<file path="config.mk">
export PLATFORM = sky130hd
export DESIGN_NAME = acc_requant
export DESIGN_NICKNAME = d
export VERILOG_FILES = /design/src/rtl/accel_pkg.sv /design/src/rtl/requant_round_clamp.sv /design/src/rtl/acc_requant.sv
export SDC_FILE = /design/constraint.sdc
export NUM_CORES = 2
export LEC_CHECK = 0
export ABC_AREA = 1
export CAP_MARGIN = 15
export CORE_ASPECT_RATIO = 0.9
export CORE_MARGIN = 2
export CORE_UTILIZATION = 25
export DETAILED_ROUTE_END_ITERATION = 10
export PLACE_DENSITY = 0.44
export SLEW_MARGIN = 10
export SYNTH_ARGS = -nofsm -noshare
export SYNTH_HDL_FRONTEND = slang
export SYNTH_SLANG_ARGS = --single-unit
export TNS_END_PERCENT = 5
</file>
<file path="constraint.sdc">
create_clock -name clk -period 19.1 [get_ports clk]
set_clock_uncertainty 0.2 [all_clocks]
set_input_delay 3.82 -clock clk [delete_from_list [all_inputs] [get_ports clk]]
set_output_delay 3.82 -clock clk [all_outputs]
set_load 0.02 [all_outputs]
</file>
<file path="src/rtl/accel_pkg.sv">
// Shared constants and helpers for the accelerator datapath blocks.
//   ACC_W / Q_W / MULT_W / SHIFT_W : accumulator, quantized output,
//                                    scale multiplier and shift widths
//   PROD_W                         : full-precision scaled product width
//   Q_MIN / Q_MAX                  : signed 8-bit output range
//   beat_cfg_t                     : per-beat scale config carried with a beat
//   sat_add()                      : signed add clamped to the ACC_W range
package accel_pkg;

    localparam int ACC_W   = 32;
    localparam int Q_W     = 8;
    localparam int MULT_W  = 16;
    localparam int SHIFT_W = 5;
    localparam int PROD_W  = ACC_W + MULT_W;
    localparam int Q_MIN   = -128;
    localparam int Q_MAX   = 127;

    typedef struct packed {
        logic [MULT_W-1:0]  mult;
        logic [SHIFT_W-1:0] shift;
        logic               relu_en;
    } beat_cfg_t;

    // One guard bit detects overflow; the result pins to the nearest rail.
    function automatic logic signed [ACC_W-1:0] sat_add(
        input logic signed [ACC_W-1:0] a,
        input logic signed [ACC_W-1:0] b
    );
        logic signed [ACC_W:0] s;
        s = {a[ACC_W-1], a} + {b[ACC_W-1], b};
        if (s[ACC_W] != s[ACC_W-1]) begin
            return s[ACC_W] ? {1'b1, {(ACC_W-1){1'b0}}} : {1'b0, {(ACC_W-1){1'b1}}};
        end
        return s[ACC_W-1:0];
    endfunction

endpackage

</file>
<file path="src/rtl/requant_round_clamp.sv">
// Combinational requantizer: optional round-half-up, arithmetic right shift,
// then clamp to the signed 8-bit range (or [0,127] with ReLU).
//   prod    : full-precision scaled product
//   shift   : right shift amount, 0..31
//   relu_en : clamp negatives to zero
//   q       : requantized value
//   sat     : value was clamped at a rail (ReLU zeroing excluded)
module requant_round_clamp
    import accel_pkg::*;
#(
    parameter int unsigned ROUND_EN = 1
) (
    input  logic signed [PROD_W-1:0]  prod,
    input  logic        [SHIFT_W-1:0] shift,
    input  logic                      relu_en,
    output logic signed [Q_W-1:0]     q,
    output logic                      sat
);

    localparam logic signed [PROD_W:0] HI = (PROD_W+1)'(Q_MAX);
    localparam logic signed [PROD_W:0] LO = (PROD_W+1)'(Q_MIN);

    // One extra bit so the rounding increment can never wrap the product.
    logic signed [PROD_W:0] ext;
    logic signed [PROD_W:0] rnd_inc;
    logic signed [PROD_W:0] shifted;

    always_comb begin
        ext     = {prod[PROD_W-1], prod};
        rnd_inc = '0;
        if (ROUND_EN != 0 && shift != '0) begin
            rnd_inc = (PROD_W+1)'(1) << (shift - SHIFT_W'(1));
        end
        shifted = (ext + rnd_inc) >>> shift;

        q   = shifted[Q_W-1:0];
        sat = 1'b0;
        if (shifted > HI) begin
            q   = Q_W'(Q_MAX);
            sat = 1'b1;
        end else if (relu_en && shifted < 0) begin
            q   = '0;
        end else if (!relu_en && shifted < LO) begin
            q   = Q_W'(Q_MIN);
            sat = 1'b1;
        end
    end

endmodule

</file>
<file path="src/rtl/acc_requant.sv">
// Three-stage requantization pipeline for mac8 accumulator drains:
// S1 saturating bias add, S2 scale multiply, S3 round/shift/clamp.
// A single global advance stalls every stage together when the output
// is held, so bubbles stay in place and per-beat config rides with its beat.
//   clk, rst            : clock, synchronous active-high reset
//   acc_in/acc_valid    : accumulator beat in; acc_ready = accepting
//   bias/mult/shift/relu_en : per-beat config sampled with the beat
//   q_out/q_valid/q_sat : requantized result out; q_ready = downstream taking it
//   sat_cnt/cnt_clr     : saturating count of clamped beats delivered, clear
module acc_requant
    import accel_pkg::*;
#(
    parameter int unsigned CNT_W    = 16,
    parameter int unsigned ROUND_EN = 1
) (
    input  logic                      clk,
    input  logic                      rst,
    input  logic signed [ACC_W-1:0]   acc_in,
    input  logic                      acc_valid,
    output logic                      acc_ready,
    input  logic signed [ACC_W-1:0]   bias,
    input  logic        [MULT_W-1:0]  mult,
    input  logic        [SHIFT_W-1:0] shift,
    input  logic                      relu_en,
    output logic signed [Q_W-1:0]     q_out,
    output logic                      q_valid,
    input  logic                      q_ready,
    output logic                      q_sat,
    output logic        [CNT_W-1:0]   sat_cnt,
    input  logic                      cnt_clr
);

    logic advance;

    logic                      s1_v_q, s1_v_d;
    logic signed [ACC_W-1:0]   s1_sum_q, s1_sum_d;
    beat_cfg_t                 s1_cfg_q, s1_cfg_d;

    logic                      s2_v_q, s2_v_d;
    logic signed [PROD_W-1:0]  s2_prod_q, s2_prod_d;
    logic        [SHIFT_W-1:0] s2_shift_q, s2_shift_d;
    logic                      s2_relu_q, s2_relu_d;

    logic                      q_valid_q, q_valid_d;
    logic signed [Q_W-1:0]     q_out_q, q_out_d;
    logic                      q_sat_q, q_sat_d;
    logic        [CNT_W-1:0]   sat_cnt_q, sat_cnt_d;

    logic signed [Q_W-1:0]     rc_q;
    logic                      rc_sat;

    requant_round_clamp #(
        .ROUND_EN (ROUND_EN)
    ) u_round_clamp (
        .prod    (s2_prod_q),
        .shift   (s2_shift_q),
        .relu_en (s2_relu_q),
        .q       (rc_q),
        .sat     (rc_sat)
    );

    always_comb begin
        advance   = !q_valid_q || q_ready;
        acc_ready = advance && !rst;

        s1_v_d     = s1_v_q;
        s1_sum_d   = s1_sum_q;
        s1_cfg_d   = s1_cfg_q;
        s2_v_d     = s2_v_q;
        s2_prod_d  = s2_prod_q;
        s2_shift_d = s2_shift_q;
        s2_relu_d  = s2_relu_q;
        q_valid_d  = q_valid_q;
        q_out_d    = q_out_q;
        q_sat_d    = q_sat_q;

        if (advance) begin
            s1_v_d   = acc_valid;
            s1_sum_d = sat_add(acc_in, bias);
            s1_cfg_d = '{mult: mult, shift: shift, relu_en: relu_en};

            // One signed 32x17 multiply (mult zero-extended) feeding a register.
            s2_v_d     = s1_v_q;
            s2_prod_d  = PROD_W'(s1_sum_q) * $signed(PROD_W'({1'b0, s1_cfg_q.mult}));
            s2_shift_d = s1_cfg_q.shift;
            s2_relu_d  = s1_cfg_q.relu_en;

            q_valid_d = s2_v_q;
            q_out_d   = rc_q;
            q_sat_d   = rc_sat;
        end

        sat_cnt_d = sat_cnt_q;
        if (cnt_clr) begin
            sat_cnt_d = '0;
        end else if (q_valid_q && q_ready && q_sat_q && sat_cnt_q != '1) begin
            sat_cnt_d = sat_cnt_q + CNT_W'(1);
        end
    end

    always_ff @(posedge clk) begin
        if (rst) begin
            s1_v_q     <= 1'b0;
            s1_sum_q   <= '0;
            s1_cfg_q   <= '0;
            s2_v_q     <= 1'b0;
            s2_prod_q  <= '0;
            s2_shift_q <= '0;
            s2_relu_q  <= 1'b0;
            q_valid_q  <= 1'b0;
            q_out_q    <= '0;
            q_sat_q    <= 1'b0;
            sat_cnt_q  <= '0;
        end else begin
            s1_v_q     <= s1_v_d;
            s1_sum_q   <= s1_sum_d;
            s1_cfg_q   <= s1_cfg_d;
            s2_v_q     <= s2_v_d;
            s2_prod_q  <= s2_prod_d;
            s2_shift_q <= s2_shift_d;
            s2_relu_q  <= s2_relu_d;
            q_valid_q  <= q_valid_d;
            q_out_q    <= q_out_d;
            q_sat_q    <= q_sat_d;
            sat_cnt_q  <= sat_cnt_d;
        end
    end

    assign q_out   = q_out_q;
    assign q_valid = q_valid_q;
    assign q_sat   = q_sat_q;
    assign sat_cnt = sat_cnt_q;

endmodule
</file>
==> out/metrics.yaml <==
sta:
  rsz0062_at_grt: "false"
  drv_slew: 0
  setup_viol_count_final: 0
  worst_slack_ns: 9.54
  hold_viol_final: 0
  max_freq_mhz: 105
  period_share_pct: 50.0
  period_needed_ns: 9.56
  slew_headroom_pct: 35.7
  tightest_slew_ns: 0.964
  setup_tns_ns: 0
yosys:
  syn_inst: 4956
  async_reset_ff_share_pct: 0
  yosys_warnings: 0
  synth_edf_count: 0
  syn_nets: 5712
  synth_ff_type: "dfxtp_1"
  synthesis.area_mm2: 0.0327
  synth_seq_area_share_pct: 8.33
  yosysUniqueCellTypes: 53
  avgSynthCellArea_um2: 6.60
  synth_seq_cells: 136
clock_network:
  hold_buffers: 0
  path_clk_slew_ns: 0.06
  cts_resized: 0
  cts_tree: "built"
  root_buffer: "clkbuf_16"
  post_cts_buffers: 0
  clockBufferDepth: 2
  clock-sinks: 136
  cts_htree_levels: 4
  clk_latency_ns: 0.52
  cts_buffers: 17
floorplan:
  io_pins: 118
  rows: 125
  die_y_um: 347
  initial_core_util_pct: 25.2
  die_x_um: 385
  die-area_mm2: 0.134
  core_area_mm2: 0.129
pwr:
  pwr_density_cell_mw_per_mm2: 112
  p_comb_share_pct: 79.5
  p_seq_share_pct: 11.5
  leakage_nw: 18.9
  switching_share_pct: 56.2
  internal-power_mw: 1.76
  p_total_mw: 4.02
  power.share.clock_pct: 9.0
  p_switching_mw: 2.26
  peakVddDrop_mv: 0.0906
drt:
  antenna_left: 0
  post_drt_wl_per_cell_um: 15.5
  routed_wl_um: 102000
  vias: 29700
  first_pass_iters: 5
  drt_iter0_markers: 1813
  drc: 0
  viasPerCell: 4.48
worst_setup_path:
  cp.arrival_ns: 5.54
  crit_required_ns: 15.08
  path_cells: "clkdlybuf4s50_1, buf_4, nor2_1, buf_4, clkdlybuf4s50_1"
  slowest_delay_ns: 0.64
  end_kind: "output port"
  crit_type: "primary input to output port"
  setup.worst_path.start_class: "primary input"
  slowest_stage: "clkdlybuf4s50_1"
  path_max_fanout: 21
placed_design:
  dp_slack_ns: 9.52
  place.gp.congestion: 0.908
  portBuffers: 117
  placed_area_mm2: 0.0353
  dp_hpwl_um: 85800
grt:
  grt_usage_pct: 15.9
  antenna_found_initial: 1
  grt_first_pass_wirelength_um: 168000
  grt_max_degree: 83
  first_global_vias: 30100
  overflow: 0
layout:
  drive_gt1_share_pct: 3.38
  fin_area_mm2: 0.0359
  fin_nets: 5653
  area_delta_synth_final_pct: 9.82
flow_run:
  drv_cap: 0
status:
  status: "finished clean"
worst_hold_path:
  hold_path_class: "flop to flop"
==> cells by family (layout without fill, tap and decap cells) <==
logic type / after synthesis / after routing / share of synthesized area [%]
adder cells (fa/ha/maj): 665 / 665 / 36.6
XOR/XNOR: 95 / 95 / 2.54
other: 1 / 2 / 0.0115
AND/OR/NAND/NOR: 2267 / 2267 / 29.0
AO/OA/AOI/OAI: 458 / 458 / 7.61
flip-flops: 136 / 136 / 8.33
buffers and inverters: 1334 / 1287 / 15.9
==> worst max-delay path: cells and delay by family <==
kind,cells,cell delay (ns)
simple gates,1,0.13
buf+inv,4,1.57
==> synthesized netlist by cell type (all sizes together), types with 27 or more instances <==
cell type,number,share of area [%]
clkbuf,184,2.5
inv,1091,13
xor2,52,1.4
nand2,1423,16
nor2,291,3.4
xnor2,43,1.2
nand4,27,0.55
a21oi,188,2.9
o21ai,198,3.1
nand3,488,7.9
buf,58,0.85
fa,486,30
ha,179,6.9
dfxtp,136,8.3
==> state kept, by name, indices dropped and copies added, names as in the netlist <==
signal and cells:
s1_cfg_q 22, s2_relu_q 1, sat_cnt 16, s1_v_q 1, q_out 8, s2_shift_q 5
s2_prod_q 48, q_valid 1, s2_v_q 1, q_sat 1, s1_sum_q 32
==> per-layer routing <==
| layer | vias up | part of all wire (%) | global-route usage, % |
|---|---|---|---|
| li1 | 14800 | - | - |
| met1 | 14300 | 51 | 23.4 |
| met2 | 549 | 44 | 24.9 |
| met4 | 2 | 0.89 | 2.64 |
| met3 | 51 | 4.6 | 2.35 |
| met5 | - | 0.012 | 0 |
==> through the flow <==
step	utilization [%]	std cells	hold WS (ns)
after floorplan	-	4956	0.230
after global placement	27.2	6591	0.257
after detailed placement	27.2	6591	0.260
after CTS	27.7	6622	0.275
after global routing	27.7	6623	0.306
final	27.7	6624	0.273
==> power groups by stage <==
stage / Clock [mW] / Sequential [mW] / Combinational [mW]
global placement: 0 / 0.469 / 3.24
detailed placement: 0 / 0.470 / 3.24
finish: 0.360 / 0.463 / 3.20
global route: 0.386 / 0.473 / 3.76
floorplan: 0 / 0.400 / 2.47
CTS: 0.378 / 0.463 / 3.27
==> worst paths after layout <==
check,cells past startpoint,slack (ns),end,start
setup / recovery,5,9.54,acc_ready,rst
hold / removal,2,0.27,s1_cfg_q[18],s1_cfg_q[18]
setup reg to reg,27,11.64,s2_prod_q[41],s1_cfg_q[8]
hold reg to reg,2,0.27,s1_cfg_q[18],s1_cfg_q[18]
==> area by class of cell <==
cell class,count,area [um^2]
Timing Repair Buffer,164,1530
Fill cell,14600,93600
Sequential cell,136,2740
Antenna cell,1,2.50
Inverter,1092,4100
Tap cell,1714,2140
Clock inverter,11,139
Clock buffer,20,467
Multi-Input combinational cell,3486,24800
==> cells in the final DEF, fill, tap and decap left out, types with 52 or more instances in the layout <==
cell type,instances
xor2_1,52
fa_1,486
ha_1,179
dfxtp_1,125
inv_1,1080
nor2_1,280
nand3_1,462
a21oi_1,188
clkdlybuf4s50_1,117
nand2_1,1406
o21ai_0,176
Power figures use the tool's default switching activity.
